**config.mk**
```make
export PLATFORM = sky130hd
export DESIGN_NAME = reg_dump_flat
export DESIGN_NICKNAME = d
export VERILOG_FILES = /design/src/rtl/reg_dump_if.sv /design/src/rtl/reg_dump.sv /design/src/flat_wrapper.sv
export SDC_FILE = /design/constraint.sdc
export NUM_CORES = 1
export LEC_CHECK = 0
export ABC_CLOCK_PERIOD_IN_PS = 1750
export CAP_MARGIN = 10
export CORE_AREA = 4 4 84 86
export CTS_BUF_LIST = sky130_fd_sc_hd__clkbuf_2
export DETAILED_ROUTE_END_ITERATION = 12
export DIE_AREA = 0 0 88 90
export GPL_TIMING_DRIVEN = 0
export PLACE_DENSITY = 0.77
export SYNTH_ARGS = -nofsm -noshare
export SYNTH_HDL_FRONTEND = slang
export SYNTH_SLANG_ARGS = --single-unit
export TNS_END_PERCENT = 10
```
**constraint.sdc**
```tcl
create_clock -name i_clk -period 1.75 [get_ports i_clk]
set_input_delay 0.35 -clock i_clk [delete_from_list [all_inputs] [get_ports i_clk]]
set_output_delay 0.35 -clock i_clk [all_outputs]
set_load 0.02 [all_outputs]
```
**src/rtl/reg_dump_if.sv**
```systemverilog
// Handshake/bus bundle for reg_dump: register-file read port, word stream and status.
// master = the dumper, slave = register file plus consumer.
interface reg_dump_if #(
    parameter int WIDTH  = 32,
    parameter int ADDR_W = 5
);
    logic              i_start;
    logic [ADDR_W-1:0] i_first;
    logic [ADDR_W-1:0] i_last;
    logic [ADDR_W-1:0] o_raddr;
    logic [WIDTH-1:0]  i_rdata;
    logic              o_valid;
    logic              i_ready;
    logic [ADDR_W-1:0] o_addr;
    logic [WIDTH-1:0]  o_data;
    logic              o_busy;
    logic              o_done;
    logic [ADDR_W:0]   o_cnt;

    modport master (
        input  i_start, i_first, i_last, i_rdata, i_ready,
        output o_raddr, o_valid, o_addr, o_data, o_busy, o_done, o_cnt
    );

    modport slave (
        output i_start, i_first, i_last, i_rdata, i_ready,
        input  o_raddr, o_valid, o_addr, o_data, o_busy, o_done, o_cnt
    );
endinterface

```
**src/rtl/reg_dump.sv**
```systemverilog
// Walks a register address range [first..last] (wrapping) and streams (addr, data) words.
// Optional: define REG_DUMP_SKIP_ZERO_EN to drop zero-valued entries from the stream.
module reg_dump #(
    parameter int WIDTH  = 32,
    parameter int ADDR_W = 5
) (
    input  logic      i_clk,
    input  logic      i_rst,
    reg_dump_if.master bus
);
    typedef enum logic [1:0] {IDLE, READ, SEND, DONE} state_t;

    state_t            r_state;
    logic [ADDR_W-1:0] r_last;
    logic [ADDR_W-1:0] r_raddr;
    logic [ADDR_W-1:0] r_addr;
    logic [WIDTH-1:0]  r_data;
    logic              r_valid;
    logic              r_busy;
    logic              r_done;
    logic [ADDR_W:0]   r_cnt;
    logic              w_hs;

    assign w_hs = r_valid & bus.i_ready;

    always_ff @(posedge i_clk or posedge i_rst) begin
        if (i_rst) begin
            r_state <= IDLE;
            r_last  <= '0;
            r_raddr <= '0;
            r_addr  <= '0;
            r_data  <= '0;
            r_valid <= 1'b0;
            r_busy  <= 1'b0;
            r_done  <= 1'b0;
            r_cnt   <= '0;
        end else begin
            r_done <= 1'b0;
            case (r_state)
                IDLE: begin
                    if (bus.i_start) begin
                        r_last  <= bus.i_last;
                        r_raddr <= bus.i_first;
                        r_cnt   <= '0;
                        r_busy  <= 1'b1;
                        r_state <= READ;
                    end
                end
                READ: begin
`ifdef REG_DUMP_SKIP_ZERO_EN
                    if (bus.i_rdata == '0) begin
                        if (r_raddr == r_last) begin
                            r_done  <= 1'b1;
                            r_state <= DONE;
                        end else begin
                            r_raddr <= r_raddr + 1'b1;
                        end
                    end else
`endif
                    begin
                        r_data  <= bus.i_rdata;
                        r_addr  <= r_raddr;
                        r_valid <= 1'b1;
                        r_state <= SEND;
                    end
                end
                SEND: begin
                    if (w_hs) begin
                        r_valid <= 1'b0;
                        r_cnt   <= r_cnt + 1'b1;
                        // Compare the presented address, so a wrap past the top ends exactly at last.
                        if (r_addr == r_last) begin
                            r_done  <= 1'b1;
                            r_state <= DONE;
                        end else begin
                            r_raddr <= r_raddr + 1'b1;
                            r_state <= READ;
                        end
                    end
                end
                DONE: begin
                    r_busy  <= 1'b0;
                    r_state <= IDLE;
                end
                default: r_state <= IDLE;
            endcase
        end
    end

    assign bus.o_raddr = r_raddr;
    assign bus.o_valid = r_valid;
    assign bus.o_addr  = r_addr;
    assign bus.o_data  = r_data;
    assign bus.o_busy  = r_busy;
    assign bus.o_done  = r_done;
    assign bus.o_cnt   = r_cnt;
endmodule

```
**src/flat_wrapper.sv**
```systemverilog
// flat-port wrapper written by rule: the top's interface ports become plain ports
module reg_dump_flat 
#(
    parameter int WIDTH  = 32,
    parameter int ADDR_W = 5
)
  (i_clk, i_rst, bus_i_start, bus_i_first, bus_i_last, bus_i_rdata, bus_i_ready, bus_o_raddr, bus_o_valid, bus_o_addr, bus_o_data, bus_o_busy, bus_o_done, bus_o_cnt);
  reg_dump_if #(.WIDTH(WIDTH), .ADDR_W(ADDR_W)) bus_i ();
  input  logic i_clk;
  input  logic i_rst;
  input wire logic [$bits(bus_i.i_start)-1:0] bus_i_start;
  input wire logic [$bits(bus_i.i_first)-1:0] bus_i_first;
  input wire logic [$bits(bus_i.i_last)-1:0] bus_i_last;
  input wire logic [$bits(bus_i.i_rdata)-1:0] bus_i_rdata;
  input wire logic [$bits(bus_i.i_ready)-1:0] bus_i_ready;
  output wire logic [$bits(bus_i.o_raddr)-1:0] bus_o_raddr;
  output wire logic [$bits(bus_i.o_valid)-1:0] bus_o_valid;
  output wire logic [$bits(bus_i.o_addr)-1:0] bus_o_addr;
  output wire logic [$bits(bus_i.o_data)-1:0] bus_o_data;
  output wire logic [$bits(bus_i.o_busy)-1:0] bus_o_busy;
  output wire logic [$bits(bus_i.o_done)-1:0] bus_o_done;
  output wire logic [$bits(bus_i.o_cnt)-1:0] bus_o_cnt;
  assign bus_i.i_start = bus_i_start;
  assign bus_i.i_first = bus_i_first;
  assign bus_i.i_last = bus_i_last;
  assign bus_i.i_rdata = bus_i_rdata;
  assign bus_i.i_ready = bus_i_ready;
  assign bus_o_raddr = bus_i.o_raddr;
  assign bus_o_valid = bus_i.o_valid;
  assign bus_o_addr = bus_i.o_addr;
  assign bus_o_data = bus_i.o_data;
  assign bus_o_busy = bus_i.o_busy;
  assign bus_o_done = bus_i.o_done;
  assign bus_o_cnt = bus_i.o_cnt;
  reg_dump #(.WIDTH(WIDTH), .ADDR_W(ADDR_W)) u_core (.i_clk(i_clk), .i_rst(i_rst), .bus(bus_i));
endmodule
```
==> Word-level counts from Yosys, hierarchy flattened <==
Index checks and enable logic that the tools add are counted.
{ "op_classes": {"n_reduce_logical": 10, "n_addsub": 2, "n_mux": 18, "n_eq_ne": 7, "bitwise_logic": 1} }
{ "op_table": {"columns": ["cell", "n"], "rows": [
  ["5-bit 2-to-1 mux", 3],
  ["6-bit 2-to-1 mux", 2],
  ["6-bit case mux with 2 select lines", 1],
  ["5-bit case mux with 2 select lines", 1],
  ["2-bit case mux with 4 select lines", 1],
  ["2-bit AND reduction", 4],
  ["6-bit by 1-bit adder with 6-bit output, second input constant", 1],
  ["2-bit 2-to-1 mux", 3],
  ["2-bit nonzero test", 3],
  ["5-bit by 1-bit adder with 5-bit output, second input constant", 1],
  ["5-bit equality test", 1],
  ["1-bit 2-to-1 mux", 5],
  ["2-bit equality test, second input constant", 2],
  ["2-bit inequality test, second input constant", 2],
  ["1-bit case mux with 2 select lines", 2],
  ["4-bit AND reduction", 1],
  ["3-bit AND reduction", 1],
  ["2-bit by 1-bit equality test with 1-bit output, second input constant", 1],
  ["2-bit zero test", 1],
  ["2-bit by 1-bit inequality test with 1-bit output, second input constant", 1],
  ["1-bit bitwise AND", 1]
]} }
{ "totals": {"regBits": 58, "out_inout_bits": 51, "in_bits": 46, "word_cells": 47} }

==> Depth between registers and ports, before layout <==
Gate-level depths: netlist (run 1).
{ "depth": {"depth_word": 4, "ltp_mapped": 5, "depth_no_buf": 4} }

==> Worst setup path after synthesis (run 1) <==
Ideal clock, no wire load.
{ "synth_timing": {"kind": "reg-to-reg", "from": "reg u_core.r_state[0]", "to": "reg u_core.r_raddr[1] (netlist: u_core.bus.o_raddr[1])", "path_slack_ns": 0.149, "stages_incl_launch_ff": 5, "t_arrival_ns": 1.476, "t_required_ns": 1.625, "setup_ns": 0.125, "path_buffers": 0, "synth_period_minus_slack_ns": 1.601, "path_cell_list": "dfrtp_1 nand2b_1 nor4_4 a21oi_2 mux2_4"} }
{ "synth_via": {"elab_chain_len": 3, "word_cells_on_any_way": 8, "cone_classes": "eq/ne (4); mux (1); reduce/logical (3)"} }
{ "synth_lines": {"columns": ["element", "line_no", "source"], "rows": [
  ["from (decl)", "reg_dump.sv:13", "state_t r_state;"],
  ["from (signal assigned)", "reg_dump.sv:28", "r_state <= IDLE;"],
  ["from (signal assigned)", "reg_dump.sv:46", "r_state <= READ;"],
  ["from (signal assigned)", "reg_dump.sv:64", "r_state <= SEND;"],
  ["2-bit equality test / 2-bit zero test (equally long branches)", "reg_dump.sv:39", "case (r_state)"],
  ["2-bit by 1-bit inequality test with 1-bit output (no source line), or another cell as far along", null, null],
  ["4-bit AND reduction (no source line)", null, null],
  ["to (signal assigned)", "reg_dump.sv:43", "r_raddr <= bus.i_first;"],
  ["to (signal assigned)", "reg_dump.sv:76", "r_raddr <= r_raddr + 1'b1;"],
  ["to (decl)", "reg_dump.sv:15", "logic [ADDR_W-1:0] r_raddr;"]
]} }
Several ways; a longest one is shown, not always the timed one.
A chain may end at the register's enable or synchronous reset.

==> Worst setup path after layout (run 1) <==
Ends and elaborated chain as after synthesis.

==> results.py, run 1 <==
metrics = {
    "status": {
        "status": "finished clean",
    },
    "worst_setup_path": {
        "timing.rr.start": "u_core.r_state[0]$_DFFE_PP0P_",
        "reg2reg_to": "u_core.bus.o_raddr[1]$_DFFE_PP0P_",
        "cp_max_fo": 9,
        "crit_slowest_cell": "dfrtp_2",
        "crit_type": "flop to flop",
        "r2r_cells": 4,
        "r2r_slack_ns": 0.06,
        "cp-start-kind": "flop",
        "worst_ep_required_time_ns": 2.11,
        "path_cells": "nand2b_2, nor4_4, a21oi_2, mux2_4",
        "worstPathArrival_ns": 2.05,
        "max_stage_delay_ns": 0.49,
        "crit_path_end_kind": "flop",
    },
    "detailed_routing": {
        "ant_nets": 0,
        "drt-total-wl_mm": 5.672,
        "first_pass_iters": 4,
        "drc_errors": 0,
        "vias_per_cell": 4.945,
        "num_vias": 1879,
        "wire_per_inst_um": 14.93,
        "drt_iter0_markers": 64,
    },
    "cells_and_area": {
        "layout_commonest_cell": "dfrtp_1",
        "area_growth_pct": 46.33,
        "fin_area_um2": 3565,
        "diodes": 0,
        "fill_cells": 565,
        "fin_util_pct": 56.79,
        "layout.nets": 347,
        "drive_above_1_share_pct": 16.50,
        "final_cell_mix": "dfrtp_1, dlygate4sd2_1, clkdlybuf4s50_1",
    },
    "power_and_ir_drop": {
        "switching_share_pct": 42.29,
        "power.leakage_nw": 1.640,
        "switchingPower_mw": 2.594,
        "clockPowerShare_pct": 10.4,
        "internal-power_mw": 3.540,
        "power_density_nw_per_um2": 1721,
        "seq_power_share_pct": 39.4,
        "power_frac_comb_pct": 50.3,
        "vdd_drop_max_mv": 0.8630,
    },
    "cts": {
        "clk_latency_ns": 0.45,
        "cts.sinks": 58,
        "clock-root-buffer": "clkbuf_2",
        "clkSlewWorstSetupHoldPaths_ns": 0.15,
        "postCtsHoldBufs": 0,
        "cts_tree": "built",
        "numCtsBuffers": 9,
        "cts_max_level": 3,
        "cts_max_path_buffers": 2,
    },
    "yosys": {
        "yosys-mux-area-fraction_pct": 17.72,
        "synth-simple-area-share_pct": 9.759,
        "syn_inst": 189,
        "synth.cell_area_um2": 2436,
        "ys_ff_latch": 58,
        "seq_area_frac_synth_pct": 59.58,
        "synth_area_per_cell_um2": 12.89,
        "synth_top_family_by_area": "multiplexers",
        "synth_area_leaders": "dfrtp_1, mux2_1, mux2_2",
        "ys_warn_count": 0,
        "synth_top_cell_by_area": "dfrtp_1",
        "synth-xor-area-share_pct": 3.236,
        "synth_fa_ha_area_share_pct": 1.027,
        "synth_fp_nets": 237,
        "synth_edf_count": 0,
        "synth-compound-area-share_pct": 6.882,
        "async_flop_share_pct": 100.0,
        "ys.flop_type": "dfrtp_1",
        "ys_types": 36,
        "synth.top_cell.area_share_pct": 59.58,
    },
    "sta": {
        "clock_skew_ns": 0.01085,
        "timing.slew.headroom_pct": 66.35,
        "setup-violations-final": 0,
        "final_max_slew_viol_count": 0,
        "worstMarginPinSlew_ns": 0.5037,
        "hold_viol": 0,
        "finalCritPeriodShare_pct": 96.62,
        "min_period_ns": 1.691,
        "max_freq_mhz": 591.4,
    },
    "die": {
        "fp.dieW_um": 88,
        "fp-row-count": 29,
        "chipHeight_um": 90,
        "start_util_pct": 38.81,
        "coreArea_um2": 6277,
        "num_io_pins": 97,
        "die_area_um2": 7920,
    },
    "run": {
        "max_cap_viol_count": 0,
    },
    "grt": {
        "grt-ovfl-total": 0,
        "gr-usage-all-layers_pct": 15.11,
        "grt_pass1_vias": 2020,
        "antenna_found_initial": 0,
        "grt_max_degree": 38,
        "grt_first_pass_wirelength_mm": 9.349,
    },
    "placed_design": {
        "dp_hpwl_mm": 4.199,
        "gp_congestion": 0.7928,
        "io_buffers": 96,
        "place_area_um2": 3517,
    },
    "min_path": {
        "hp-class": "input pin to asynchronous set/reset pin",
    },
}
## worst max-delay path: cells and delay by family (launching register included)
| kind | cells | cell delay (ns) |
|---|---|---|
| AND/OR/NAND/NOR | 2 | 0.62 |
| AO/OA/AOI/OAI | 1 | 0.17 |
| multiplexers | 1 | 0.32 |
| flip-flops | 1 | 0.49 |
## through the flow
step	hold slack (ns)	TNS (ns)	std cells	total power, mW	worst slack, ns
floorplan	0.4432	0	189	4.349	0.1485
global placement	0.4676	-2.633	362	5.822	-0.3054
detailed placement	0.4737	-1.507	363	5.924	-0.3203
CTS	0.2375	0	378	6.183	0.02961
global route	0.2435	-0.008576	380	6.562	-0.008576
finish	0.2653	0	380	6.134	0.05910
## synthesized netlist by cell type (all sizes together), types with 2 or more instances
| cell | number |
|---|---|
| o22ai | 2 |
| a21oi | 4 |
| nor2b | 2 |
| a2bb2oi | 3 |
| a221oi | 2 |
| clkbuf | 2 |
| xor2 | 7 |
| nor2 | 9 |
| a211oi | 2 |
| buf | 5 |
| ha | 2 |
| xnor2 | 2 |
| nand3 | 4 |
| dfrtp | 58 |
| o21ai | 4 |
| mux2 | 38 |
| inv | 3 |
| nand2 | 27 |
## sequential cells by signal, summed over array words and instances (netlist names)
signal / flops
u_core.bus.o_data: 32
u_core.bus.o_cnt: 6
u_core.bus.o_addr: 5
u_core.bus.o_raddr: 5
u_core.r_last: 5
u_core.r_state: 2
u_core.bus.o_busy: 1
u_core.bus.o_done: 1
u_core.bus.o_valid: 1
## cells by family after synthesis
group	Yosys count
simple gates	49
fa+ha+maj	2
mux	38
flops	58
xor+xnor	9
compound gates	23
buf+inv	10
## layout make-up
class	count	area [um^2]	share of cell area, %
Sequential cell	58	1454	40.79
Multi-Input combinational cell	121	953.4	26.75
Timing Repair Buffer	99	932.1	26.15
Tap cell	77	96.34	2.703
Clock buffer	10	50.05	1.404
Buffer	7	41.29	1.158
Clock inverter	5	22.52	0.6318
Inverter	3	15.01	0.4212
## routing by layer
layer,part of all wire [%],vias to the layer above,track usage (%),wire length (um)
met2,48,65,24.37,2718
li1,-,886,-,-
met1,42,916,17.71,2355
met3,8.3,12,5.119,470
met4,2.2,0,7.289,127
met5,0,-,0,0
## worst max-delay path by stage
stage                             startpoint  slack [ns]                           endpoint
6_report       u_core.r_state[0]$_DFFE_PP0P_        0.06  u_core.bus.o_raddr[1]$_DFFE_PP0P_
5_1_grt        u_core.r_state[0]$_DFFE_PP0P_      -0.009  u_core.bus.o_raddr[1]$_DFFE_PP0P_
4_1_cts        u_core.r_state[0]$_DFFE_PP0P_        0.03  u_core.bus.o_raddr[1]$_DFFE_PP0P_
3_5_place_dp                     bus_i_start       -0.32  u_core.bus.o_raddr[1]$_DFFE_PP0P_
3_3_place_gp                     bus_i_start       -0.31  u_core.bus.o_raddr[1]$_DFFE_PP0P_
2_1_floorplan  u_core.r_state[0]$_DFFE_PP0P_        0.15  u_core.bus.o_raddr[1]$_DFFE_PP0P_
## timing repair
item | in CTS | in global routing
setup buffers | 0 | 2
hold endpoints to repair | 0 | 0
pin swaps | 1 | 1
endpoints found under the setup margin | 56 | 21
gates resized for setup | 53 | 8
## power groups by stage
stage          registers [mW]  logic, mW  clock network (mW)
3_3_place_gp             2.43       3.40                   0
6_report                 2.42       3.08               0.636
4_1_cts                  2.42       3.10               0.668
2_1_floorplan            3.05       1.30                   0
3_5_place_dp             2.47       3.46                   0
5_1_grt                  2.51       3.33               0.720
Note: power is estimated with default switching activity, not from simulation.
==> run 2, diff against run 1 <==
Settings changed: CORE_AREA 4 4 84 86 to 4 4 88 82, CTS_BUF_LIST sky130_fd_sc_hd__clkbuf_2 to sky130_fd_sc_hd__clkbuf_4 sky130_fd_sc_hd__clkbuf_8, DIE_AREA 0 0 88 90 to 0 0 92 86, PLACE_DENSITY 0.77 to 0.78.
==> results.py, run 2 (synthesis results as in run 1) <==
metrics = {
    "cts": {
        "clk_latency_ns": 0.33,
        "cts_tree": "built",
        "cts_max_path_buffers": 2,
        "cts.sinks": 58,
        "clkSlewWorstSetupHoldPaths_ns": 0.07,
        "clock-root-buffer": "clkbuf_8",
        "numCtsBuffers": 9,
        "cts_max_level": 3,
        "postCtsHoldBufs": 0,
    },
    "detailed_routing": {
        "num_vias": 1850,
        "first_pass_iters": 4,
        "ant_nets": 0,
        "drc_errors": 0,
        "drt-total-wl_mm": 5.626,
        "vias_per_cell": 4.707,
        "drt_iter0_markers": 35,
        "wire_per_inst_um": 14.32,
    },
    "power_and_ir_drop": {
        "power_density_nw_per_um2": 1902,
        "vdd_drop_max_mv": 0.9973,
        "power.leakage_nw": 1.665,
    },
    "die": {
        "die_area_um2": 7912,
        "coreArea_um2": 6376,
        "fp.dieW_um": 92,
        "chipHeight_um": 86,
        "start_util_pct": 38.21,
        "fp-row-count": 28,
        "num_io_pins": 97,
    },
    "worst_setup_path": {
        "reg2reg_to": "u_core.bus.o_raddr[1]$_DFFE_PP0P_",
        "r2r_slack_ns": 0.09,
        "r2r_cells": 5,
        "worstPathArrival_ns": 1.37,
        "crit_slowest_cell": "clkdlybuf4s50_1",
        "startpoint": "u_core.bus.o_cnt[1]$_DFFE_PP0P_",
        "cp-start-kind": "flop",
        "crit_path_end_kind": "primary output",
        "crit_cells": 1,
        "crit_type": "flop to primary output",
        "timing.rr.start": "u_core.r_state[0]$_DFFE_PP0P_",
        "crit_buf_inv": 1,
        "path_cells": "clkdlybuf4s50_1",
        "cp_top_family": "buffers and inverters",
        "cp-endpoint": "bus_o_cnt[1]",
        "worst_ep_required_time_ns": 1.40,
        "max_stage_delay_ns": 0.63,
        "cp_max_fo": 4,
    },
    "cells_and_area": {
        "largest_reg_flops": 32,
        "layout_commonest_cell": "clkdlybuf4s50_1",
        "drive_above_1_share_pct": 16.17,
        "stdcell_count": 393,
        "fill_cells": 557,
        "layout.nets": 346,
        "area_growth_pct": 55.37,
        "diodes": 0,
        "final_cell_mix": "clkdlybuf4s50_1, dfrtp_1, nand2_1",
    },
    "sta": {
        "max_freq_mhz": 580.4,
        "worstMarginPinSlew_ns": 0.7801,
        "clock_skew_ns": 0.005176,
        "final_max_slew_viol_count": 0,
        "finalSetupTns_ns": 0,
        "finalCritPeriodShare_pct": 98.45,
        "timing.slew.headroom_pct": 47.88,
        "setup-violations-final": 0,
        "min_period_ns": 1.723,
        "hold_viol": 0,
    },
    "grt": {
        "grt_max_degree": 36,
        "antenna_found_initial": 0,
        "grt_pass1_vias": 1986,
        "grt-ovfl-total": 0,
        "grt_first_pass_wirelength_mm": 9.239,
        "gr-usage-all-layers_pct": 15.01,
    },
    "min_path": {
        "hp-class": "flop to flop",
    },
    "placed_design": {
        "dp_cells": 376,
        "io_buffers": 96,
        "dp_hpwl_mm": 4.167,
        "gp_congestion": 0.8437,
    },
    "run": {
        "max_cap_viol_count": 0,
    },
    "status": {
        "status": "finished clean",
    },
}
[run 2: changes by cell type in the layout (fill, tap and decap cells not counted), sizes merged]
| cell | delta |
|---|---|
| buf | -3 |
| bufinv | +2 |
| dlygate4sd2 | -46 |
| dlymetal6s2s | +5 |
| clkinv | -3 |
| clkinvlp | +1 |
| clkdlybuf4s50 | +41 |
| clkbuf | +3 |
[run 2: area by class of cell]
class	count	area [um^2]	share of cell area (%)
plain buffers	7	41.29	1.091
clock buffers	11	145.1	3.835
clock inverters	5	77.57	2.050
inverters	3	15.01	0.3967
multi-input cells	121	945.9	24.99
flip-flops and latches	58	1453	38.38
well taps	90	112.6	2.975
repair buffers	98	994.7	26.28
[run 2: worst min-delay path by stage]
stage,cells after the start,slack [ns],to,startpoint
floorplan,1,0.44,u_core.bus.o_addr[0]$_DFFE_PP0P_,i_rst
global placement,1,0.47,u_core.bus.o_data[17]$_DFFE_PP0P_,u_core.bus.o_data[17]$_DFFE_PP0P_
detailed placement,1,0.48,u_core.bus.o_data[25]$_DFFE_PP0P_,u_core.bus.o_data[25]$_DFFE_PP0P_
CTS,1,0.49,u_core.bus.o_data[28]$_DFFE_PP0P_,u_core.bus.o_data[28]$_DFFE_PP0P_
global route,1,0.50,u_core.bus.o_data[16]$_DFFE_PP0P_,u_core.bus.o_data[16]$_DFFE_PP0P_
finish,1,0.48,u_core.bus.o_data[28]$_DFFE_PP0P_,u_core.bus.o_data[28]$_DFFE_PP0P_
[run 2: layer usage]
metal / global-route usage [%] / vias up / share of wire, %
met1: 17.67 / 891 / 43
met2: 23.74 / 70 / 46
met5: 0 / - / 0
met3: 5.877 / 11 / 8.7
li1: - / 878 / -
met4: 8.097 / 0 / 2.1
[run 2: per-stage QoR]
| stage | hold WS [ns] | utilization (%) | worst slack [ns] | power, mW | cell area [um^2] |
|---|---|---|---|---|---|
| final | 0.4841 | 59.36 | 0.02706 | 7.198 | 3785 |
| after global routing | 0.5032 | 59.36 | -0.01739 | 7.687 | 3785 |
| after CTS | 0.4930 | 58.81 | 0.0001608 | 7.285 | 3750 |
| after detailed placement | 0.4772 | 55.42 | -0.3265 | 5.910 | 3533 |
| after global placement | 0.4680 | 55.10 | -0.3319 | 5.815 | 3513 |
| after floorplan | 0.4432 | - | 0.1485 | 4.349 | 2440 |
[run 2: timing repair]
action | CTS | global route
setup buffers | 0 | 1
endpoints found under the setup margin | 6 | 27
resized for setup | 5 | 12
pin swaps | 1 | 1
[run 2: where the power goes]
part / switching [mW] / total [mW] / internal [mW]
combinational: 1.66 / 3.40 / 1.73
sequential: 0.454 / 2.43 / 1.97
clock: 0.524 / 1.37 / 0.851
==> run 3, diff against run 2 <==
Settings changed: SKIP_CTS_REPAIR_TIMING from default to 1.
==> results.py, run 3 (synthesis results as in run 1) <==
metrics = {
    "worst_setup_path": {
        "r2r_cells": 4,
        "cp-start-kind": "flop",
        "cp_max_fo": 4,
        "worst_ep_required_time_ns": 1.40,
        "crit_buf_inv": 1,
        "crit_path_end_kind": "primary output",
        "cp_top_family": "buffers and inverters",
        "path_cells": "clkdlybuf4s50_1",
        "crit_slowest_cell": "clkdlybuf4s50_1",
        "max_stage_delay_ns": 0.63,
        "crit_type": "flop to primary output",
        "crit_cells": 1,
        "worstPathArrival_ns": 1.37,
    },
    "sta": {
        "clock_skew_ns": 0.004418,
        "setup-violations-final": 0,
        "min_period_ns": 1.723,
        "whs_ns": 0.4841,
        "final_max_slew_viol_count": 0,
        "timing.slew.headroom_pct": 47.93,
        "hold_viol": 0,
        "max_freq_mhz": 580.3,
        "worstMarginPinSlew_ns": 0.7794,
        "finalCritPeriodShare_pct": 98.46,
    },
    "power_and_ir_drop": {
        "power.leakage_nw": 1.703,
        "power_frac_comb_pct": 47.3,
        "power_density_nw_per_um2": 1901,
        "switching_share_pct": 36.55,
        "vdd_drop_max_mv": 0.9972,
        "seq_power_share_pct": 33.7,
        "power.total_mw": 7.218,
        "clockPowerShare_pct": 19.1,
        "internal-power_mw": 4.580,
        "switchingPower_mw": 2.638,
    },
    "grt": {
        "grt_first_pass_wirelength_mm": 9.218,
        "antenna_found_initial": 0,
        "gr-usage-all-layers_pct": 14.98,
        "grt_max_degree": 36,
        "grt-ovfl-total": 0,
        "grt_pass1_vias": 1984,
    },
    "cells_and_area": {
        "final_cell_mix": "clkdlybuf4s50_1, dfrtp_1, nand2_1",
        "drive_above_1_share_pct": 16.23,
        "fill_cells": 554,
        "layout_commonest_cell": "clkdlybuf4s50_1",
        "layout.nets": 345,
        "area_growth_pct": 55.88,
        "fin_area_um2": 3797,
        "largest_reg_flops": 32,
        "diodes": 0,
    },
    "placed_design": {
        "dp_hpwl_mm": 4.167,
        "place_area_um2": 3533,
        "gp_congestion": 0.8437,
        "io_buffers": 96,
    },
    "die": {
        "coreArea_um2": 6376,
        "die_area_um2": 7912,
        "start_util_pct": 38.21,
        "chipHeight_um": 86,
        "num_io_pins": 97,
        "fp-row-count": 28,
        "fp.dieW_um": 92,
    },
    "cts": {
        "cts_max_path_buffers": 2,
        "clk_latency_ns": 0.33,
        "numCtsBuffers": 9,
        "clock-root-buffer": "clkbuf_8",
        "cts_max_level": 3,
        "cts.sinks": 58,
        "cts_tree": "built",
        "clkSlewWorstSetupHoldPaths_ns": 0.07,
    },
    "detailed_routing": {
        "first_pass_iters": 4,
        "ant_nets": 0,
        "num_vias": 1851,
        "drt_iter0_markers": 40,
        "wire_per_inst_um": 14.39,
        "drt-total-wl_mm": 5.639,
        "vias_per_cell": 4.722,
        "drc_errors": 0,
    },
    "run": {
        "max_cap_viol_count": 0,
    },
    "min_path": {
        "hp-class": "flop to flop",
        "hold_depth": 1,
    },
    "status": {
        "status": "finished clean",
    },
}
==> run 3: changes by cell type in the layout (fill, tap and decap cells not counted), sizes merged <==
cell	before	now
dlygate4sd2	5	0
buf	4	3
dlymetal6s2s	5	10
==> run 3: worst paths after layout <==
check                                             startpoint                                end  slack, ns
setup / recovery             u_core.bus.o_cnt[1]$_DFFE_PP0P_                       bus_o_cnt[1]       0.03
hold / removal             u_core.bus.o_data[28]$_DFFE_PP0P_  u_core.bus.o_data[28]$_DFFE_PP0P_       0.48
setup reg to reg               u_core.r_state[0]$_DFFE_PP0P_  u_core.bus.o_raddr[1]$_DFFE_PP0P_       0.10
hold reg to reg            u_core.bus.o_data[28]$_DFFE_PP0P_  u_core.bus.o_data[28]$_DFFE_PP0P_       0.48
max in group asynchronous                              i_rst      u_core.r_state[0]$_DFFE_PP0P_       0.68
min in group asynchronous                              i_rst   u_core.bus.o_data[6]$_DFFE_PP0P_       0.51
==> run 3: cell type report <==
class | count | area, um^2 | area share, %
sequential | 58 | 1454 | 38.29
clock buffer | 11 | 145.1 | 3.822
buffer | 7 | 41.29 | 1.087
clock inverter | 5 | 77.57 | 2.043
inverter | 3 | 15.01 | 0.3954
multi-input combinational | 121 | 945.9 | 24.91
tap | 90 | 112.6 | 2.965
timing repair buffer | 97 | 1006 | 26.49
==> run 3: routing by layer <==
layer  vias up  wire [um]  global-route usage [%]
met5         -          0                       0
met4         0        121                   8.097
met3        11        469                   5.877
met2        68       2619                   23.74
met1       896       2428                   17.56
li1        876          -                       -
==> run 3: through the flow <==
stage                     std cells  utilization [%]    TNS, ns  setup slack [ns]
after global routing            392            59.56  -0.001439         -0.001439
after detailed placement        376            55.42     -1.511           -0.3265
after CTS                       392            58.91    -0.1999          -0.04841
final                           392            59.56          0           0.02687
after floorplan                 189                -          0            0.1485
after global placement          375            55.10     -3.799           -0.3319
==> run 3: power groups by stage <==
stage / clock [mW] / combinational [mW] / sequential [mW]
after floorplan: 0 / 1.30 / 3.05
after global placement: 0 / 3.40 / 2.42
after detailed placement: 0 / 3.45 / 2.46
after CTS: 1.42 / 3.47 / 2.44
after global routing: 1.47 / 3.70 / 2.54
final: 1.38 / 3.41 / 2.43
